--- src/rtl/tmds_pkg.sv ---
// Shared definitions for the TMDS channel decoder: control tokens,
// alignment FSM states, bit-offset type and the token lookup.
package tmds_pkg;

    localparam logic [9:0] CTRL_TOK_00 = 10'h354;
    localparam logic [9:0] CTRL_TOK_01 = 10'h0AB;
    localparam logic [9:0] CTRL_TOK_10 = 10'h154;
    localparam logic [9:0] CTRL_TOK_11 = 10'h2AB;

    typedef enum logic [1:0] {
        SEARCH = 2'd0,
        CHECK  = 2'd1,
        LOCKED = 2'd2
    } state_t;

    typedef logic [3:0] offset_t;

    typedef struct packed {
        logic       hit;
        logic [1:0] ctrl;
    } ctrl_hit_t;

    // Map a 10-bit symbol to {hit, C1C0}; non-tokens return hit=0, ctrl=00.
    function automatic ctrl_hit_t is_ctrl_token(input logic [9:0] sym);
        ctrl_hit_t r;
        r.hit  = 1'b1;
        r.ctrl = 2'b00;
        case (sym)
            CTRL_TOK_00: r.ctrl = 2'b00;
            CTRL_TOK_01: r.ctrl = 2'b01;
            CTRL_TOK_10: r.ctrl = 2'b10;
            CTRL_TOK_11: r.ctrl = 2'b11;
            default: begin
                r.hit  = 1'b0;
                r.ctrl = 2'b00;
            end
        endcase
        return r;
    endfunction

endpackage

--- src/rtl/tmds_word_decode.sv ---
// Combinational TMDS word decoder: one aligned 10-bit symbol to control
// flag/pair and the 8-bit data value it would carry as a data symbol.
module tmds_word_decode
    import tmds_pkg::*;
(
    input  logic [9:0] sym,
    output logic       is_ctrl,
    output logic [1:0] ctrl,
    output logic [7:0] data
);

    ctrl_hit_t  tok;
    logic [7:0] d;

    // Token lookup plus inverse of the transmitter's XOR/XNOR chain.
    always_comb begin
        tok     = is_ctrl_token(sym);
        is_ctrl = tok.hit;
        ctrl    = tok.ctrl;
        d       = sym[9] ? ~sym[7:0] : sym[7:0];
        data    = '0;
        data[0] = d[0];
        for (int i = 1; i < 8; i++) begin
            data[i] = sym[8] ? (d[i] ^ d[i-1]) : ~(d[i] ^ d[i-1]);
        end
    end

endmodule

--- src/rtl/tmds_channel_decoder.sv ---
// TMDS channel decoder: hunts for the word boundary using runs of control
// tokens, holds lock while tokens keep appearing, and decodes symbols.
//
// state  | meaning
// SEARCH | no alignment; looking for a token at the current offset
// CHECK  | token seen; counting consecutive tokens towards lock
// LOCKED | alignment found; decoding, watching for token starvation
module tmds_channel_decoder
    import tmds_pkg::*;
#(
    parameter int CTRL_RUN_MIN   = 8,
    parameter int SEARCH_TIMEOUT = 4096,
    parameter int LOSS_TIMEOUT   = 4096
) (
    input  logic       pi_clk,
    input  logic       pi_rst,
    input  logic [9:0] pi_sym,
    input  logic       pi_resync,
    output logic [7:0] po_data,
    output logic [1:0] po_ctrl,
    output logic       po_de,
    output logic       po_locked,
    output logic [3:0] po_offset
);

    localparam int RUN_W  = (CTRL_RUN_MIN   > 1) ? $clog2(CTRL_RUN_MIN)   : 1;
    localparam int TMO_W  = (SEARCH_TIMEOUT > 1) ? $clog2(SEARCH_TIMEOUT) : 1;
    localparam int LOSS_W = (LOSS_TIMEOUT   > 1) ? $clog2(LOSS_TIMEOUT)   : 1;

    localparam logic [RUN_W-1:0]  RUN_LAST  = RUN_W'(CTRL_RUN_MIN - 1);
    localparam logic [TMO_W-1:0]  TMO_LAST  = TMO_W'(SEARCH_TIMEOUT - 1);
    localparam logic [LOSS_W-1:0] LOSS_LAST = LOSS_W'(LOSS_TIMEOUT - 1);

    logic [9:0]        r0, r1, win;
    logic [19:0]       hist;
    state_t            state, state_nxt;
    offset_t           offset, offset_nxt, offset_slip;
    logic [RUN_W-1:0]  run_cnt, run_nxt;
    logic [TMO_W-1:0]  tmo_cnt, tmo_nxt;
    logic [LOSS_W-1:0] loss_cnt, loss_nxt;
    logic              tok_hit, out_en;
    logic [1:0]        tok_ctrl;
    logic [7:0]        dec_data;

    // Two-symbol history; r1 is older, so its bits come first in time.
    always_ff @(posedge pi_clk or negedge pi_rst) begin
        if (!pi_rst) begin
            r0 <= '0;
            r1 <= '0;
        end else begin
            r0 <= pi_sym;
            r1 <= r0;
        end
    end

    assign hist        = {r0, r1};
    assign win         = 10'(hist >> offset);
    assign offset_slip = (offset == 4'd9) ? 4'd0 : offset + 4'd1;
    assign po_offset   = offset;

    tmds_word_decode u_word (
        .sym     (win),
        .is_ctrl (tok_hit),
        .ctrl    (tok_ctrl),
        .data    (dec_data)
    );

    // State register with alignment counters.
    always_ff @(posedge pi_clk or negedge pi_rst) begin
        if (!pi_rst) begin
            state    <= SEARCH;
            offset   <= '0;
            run_cnt  <= '0;
            tmo_cnt  <= '0;
            loss_cnt <= '0;
        end else begin
            state    <= state_nxt;
            offset   <= offset_nxt;
            run_cnt  <= run_nxt;
            tmo_cnt  <= tmo_nxt;
            loss_cnt <= loss_nxt;
        end
    end

    // Next-state: resync first, then a completing lock run beats the search timeout.
    always_comb begin
        state_nxt  = state;
        offset_nxt = offset;
        run_nxt    = run_cnt;
        tmo_nxt    = tmo_cnt;
        loss_nxt   = loss_cnt;
        if (pi_resync) begin
            state_nxt  = SEARCH;
            offset_nxt = offset_slip;
            run_nxt    = '0;
            tmo_nxt    = '0;
            loss_nxt   = '0;
        end else begin
            case (state)
                SEARCH: begin
                    if (tmo_cnt == TMO_LAST) begin
                        offset_nxt = offset_slip;
                        tmo_nxt    = '0;
                        run_nxt    = '0;
                    end else begin
                        tmo_nxt = tmo_cnt + TMO_W'(1);
                        if (tok_hit) begin
                            state_nxt = CHECK;
                            run_nxt   = RUN_W'(1);
                        end
                    end
                end
                CHECK: begin
                    if (tok_hit && run_cnt == RUN_LAST) begin
                        state_nxt = LOCKED;
                        run_nxt   = '0;
                        tmo_nxt   = '0;
                        loss_nxt  = '0;
                    end else if (tmo_cnt == TMO_LAST) begin
                        state_nxt  = SEARCH;
                        offset_nxt = offset_slip;
                        tmo_nxt    = '0;
                        run_nxt    = '0;
                    end else begin
                        tmo_nxt = tmo_cnt + TMO_W'(1);
                        if (tok_hit) begin
                            run_nxt = run_cnt + RUN_W'(1);
                        end else begin
                            state_nxt = SEARCH;
                            run_nxt   = '0;
                        end
                    end
                end
                LOCKED: begin
                    if (tok_hit) begin
                        loss_nxt = '0;
                    end else if (loss_cnt == LOSS_LAST) begin
                        state_nxt = SEARCH;
                        loss_nxt  = '0;
                        tmo_nxt   = '0;
                    end else begin
                        loss_nxt = loss_cnt + LOSS_W'(1);
                    end
                end
                default: begin
                    state_nxt = SEARCH;
                end
            endcase
        end
    end

    // Outputs: decode only on cycles that stay locked, so the symbol that
    // ends lock (starvation or resync) is never presented with po_de=1.
    always_comb begin
        po_locked = (state == LOCKED);
        out_en    = (state == LOCKED) && (state_nxt == LOCKED);
    end

    // Output registers: data and control each hold until their own symbol kind arrives.
    always_ff @(posedge pi_clk or negedge pi_rst) begin
        if (!pi_rst) begin
            po_data <= '0;
            po_ctrl <= '0;
            po_de   <= 1'b0;
        end else begin
            po_de <= out_en && !tok_hit;
            if (out_en) begin
                if (tok_hit) begin
                    po_ctrl <= tok_ctrl;
                end else begin
                    po_data <= dec_data;
                end
            end
        end
    end

endmodule
--- config.mk ---
export PLATFORM = sky130hd
export DESIGN_NAME = tmds_channel_decoder
export DESIGN_NICKNAME = d
export VERILOG_FILES = /design/src/rtl/tmds_pkg.sv /design/src/rtl/tmds_word_decode.sv /design/src/rtl/tmds_channel_decoder.sv
export SDC_FILE = /design/constraint.sdc
export NUM_CORES = 1
export LEC_CHECK = 0
export ABC_AREA = 1
export BUFFER_PORTS_ARGS = -buffer_cell sky130_fd_sc_hd__buf_2
export CAP_MARGIN = 10
export CORE_MARGIN = 2
export CORE_UTILIZATION = 50
export CTS_CLUSTER_SIZE = 24
export DETAILED_ROUTE_END_ITERATION = 16
export GPL_TIMING_DRIVEN = 0
export PLACE_DENSITY_LB_ADDON = 0.2
export SYNTH_ARGS = -nofsm -noshare
export SYNTH_HDL_FRONTEND = slang
export SYNTH_SLANG_ARGS = --single-unit
--- constraint.sdc ---
create_clock -name pi_clk -period 2.6 [get_ports pi_clk]
set_input_delay 0.52 -clock pi_clk [delete_from_list [all_inputs] [get_ports pi_clk]]
set_output_delay 0.52 -clock pi_clk [all_outputs]
set_load 0.005 [all_outputs]
==> results_dict.tcl <==
set metrics [dict create \
    vias_per_cell 5.61 \
    hold_buffers 0 \
    place.port_buffers 28 \
    syn-cell-area_sq_um 3850 \
    start_util_pct 50.6 \
    clk_latency_ns 0.34 \
    fin_setup_tns_ns -2.14 \
    wl_per_cell_microns 15.4 \
    firstDrtPassIters 7 \
    io_pins 29 \
    root_buffer "clkbuf_8" \
    slew_headroom_pct 45.9 \
    insertedDiodeCount 0 \
    critPathCaptureType "flop" \
    synth_nets 538 \
    yosys_most_used_dff "dfrtp_1" \
    synth_edf_count 0 \
    clkSinkCount 64 \
    die_y_microns 91.8 \
    grt_pass1_vias 3434 \
    vias 3897 \
    rsz0062_at_grt "true" \
    synth_top_area_share_pct 41.6 \
    hpwl_mm 6.30 \
    path_cells "inv_4 > buf_6 > nand2_1 > nand3_1 > nand3_1 > nand2_2 > inv_1 > nand2_2 > nand3_2 > nor2_2 > nand2_2 > nand3_2 > nand2_1 > nand2_1 > nand2_1 > a21oi_4 > nand3_4 > nand2_1 > nand2_1" \
    remaining_drc_errors 0 \
    routed_wl_mm 10.7 \
    syn_inst 517 \
    grt_max_degree 65 \
    clkTransAtPathRegs_ns 0.07 \
    areaGrowthSynthToFinish_pct 34.1 \
    row_count 32 \
    worstSetupStartpointType "flop" \
    outcome "complete, but fails checks" \
    final-max-slew-violation-count 0 \
    cp.required_ns 2.83 \
    vdd_drop_max_uv 381 \
    seq_area_frac_synth_pct 41.6 \
    critPathSlowestCell "dfrtp_2" \
    route.antenna.remaining_nets 0 \
    arrival_ns 2.99 \
    gr-total-overflow 0 \
    critPathBufInv 3 \
    die-area_sq_um 8420 \
    clock.fmax_mhz 362 \
    pwr_density_cell_nw_per_um2 1040 \
    worst_slew_pin_slew_ns 0.811 \
    core_sq_um 7610 \
    min_period_ns 2.77 \
    cts_tree "done" \
    antenna_found_initial 0 \
    violations "negative setup slack" \
    final_common_cell "nand2_1" \
    hp-class "in -> async" \
    setup_viol 25 \
    utilization_pct 67.9 \
    cp_max_fo 7 \
    synthArstFlopShare_pct 100 \
    cpPeakStageDelay_ns 0.49 \
    cts_buffers 9 \
    p_leak_nw 2.47 \
    fin_ws_ns -0.166 \
    path_class "reg -> reg" \
    synth_seq_cells 64 \
    grt_pass1_wl_mm 15.2 \
    synthTopCellsByArea "dfrtp_1, nand2_1, nand3_1, xor2_1, inv_1" \
    final_cell_mix "nand2_1, nand3_1, dfrtp_1" \
    drt-initial-drc-count 254 \
    synth_warnings 0 \
    fillers 574 \
    cp_common_cell "nand2_1" \
    die_w_microns 91.8 \
    clock_path_buffers 2 \
    critical-path-top-delay-family "simple AND/OR/NAND/NOR gates" \
    finalHoldViolations 0 \
    synth_area_leader_cell "dfrtp_1" \
    clock_skew_ns 0.00483 \
    fin_crit_sh_pct 106 \
    avgSynthCellArea_sq_um 7.45 \
    place_congestion 0.881 \
    r2r_slack_ns -0.17 \
    layout-drive-gt1-share_pct 32.7 \
    track_usage_pct 22.3 \
    cts_max_level 3 \
    nets 610 \
    synth_cell_type_count 35 \
    max_cap_viol_count 0 \
]
-- area by class of cell --
class / count / area, sq um / area share (%)
clock inverter: 3 / 40.0 / 0.775
buffer: 14 / 138 / 2.66
tap: 102 / 128 / 2.47
clock buffer: 12 / 165 / 3.20
multi-input combinational: 390 / 2440 / 47.3
inverter: 51 / 205 / 3.97
timing repair buffer: 59 / 440 / 8.53
sequential: 64 / 1600 / 31.1
-- metrics by stage --
step | hold slack (ns) | cell area [sq um] | cells | power, mW | setup WS (ns)
6_report | 0.264 | 5160 | 695 | 5.35 | -0.166
5_1_grt | 0.269 | 5160 | 695 | 5.69 | -0.313
4_1_cts | 0.267 | 4410 | 664 | 4.21 | 0.00103
3_5_place_dp | 0.398 | 4120 | 647 | 3.28 | -0.187
3_3_place_gp | 0.404 | 4120 | 647 | 3.26 | -0.165
2_1_floorplan | 0.224 | 3850 | 517 | 2.85 | 0.309
-- cell families after synthesis --
kind of cell / count (synthesis) / share of synthesized area, %
compound gates: 43 / 7.08
xor+xnor: 26 / 5.91
fa+ha+maj: 8 / 2.60
buf+inv: 65 / 7.18
flops: 64 / 41.6
simple gates: 311 / 35.6
-- synthesized netlist by cell type (2+ instances only) --
library cell / n
nand3_2: 2
inv_1: 44
o21ai_1: 10
a21oi_4: 2
nor2_2: 3
a21oi_2: 2
xnor2_1: 5
nand3_1: 99
nor2_1: 31
inv_2: 4
nand2_1: 151
buf_2: 5
nand3b_1: 2
buf_4: 5
xor2_1: 21
clkbuf_1: 2
dfrtp_1: 64
o21ai_0: 12
a21oi_1: 9
clkinv_1: 3
nand4_1: 8
nand2_2: 5
ha_1: 8
o31ai_1: 2
nor3_1: 8
-- timing repair --
action | 4_1_cts | 5_1_grt
pin swaps | 2 | 29
resized for setup | 15 | 131
buffers inserted | 2 | 24
gates cloned | 0 | 7
setup endpoints to repair | 35 | 41
-- registers in the layout (all words and copies together) (netlist names) --
signal	flops
loss_cnt	12
po_ctrl	2
po_data	8
po_de	1
po_offset	4
r0	10
r1	10
run_cnt	3
state	2
tmo_cnt	12
-- path summary, 6_finish.rpt --
kind	startpoint	endpoint	cells after the start
max	po_offset[0]	po_data[5]	19
min	pi_rst	r1[0]	1
max reg2reg	po_offset[0]	po_data[5]	19
min reg2reg	r0[0]	r1[0]	0
max in group asynchronous	pi_rst	po_offset[2]	1
min in group pi_clk	pi_sym[7]	r0[7]	1
-- layer usage --
layer  global-route usage, %  part of all wire (%)  routed length, microns  vias up
li1                        -                     -                       -     1843
met1                    28.7                    43                    4570     1866
met2                    37.3                    49                    5290      157
met3                    4.44                   5.8                     622       31
met4                    8.21                   2.3                     247        0
met5                       0                     0                       0        -
-- power breakdown --
group	leakage [nW]	total (mW)	switching (mW)	internal [mW]
clock	0.108	0.880	0.368	0.513
combinational	1.54	3.29	1.92	1.36
sequential	0.830	1.19	0.112	1.07
total	2.47	5.35	2.40	2.95
Power figures use the tool's default switching activity.
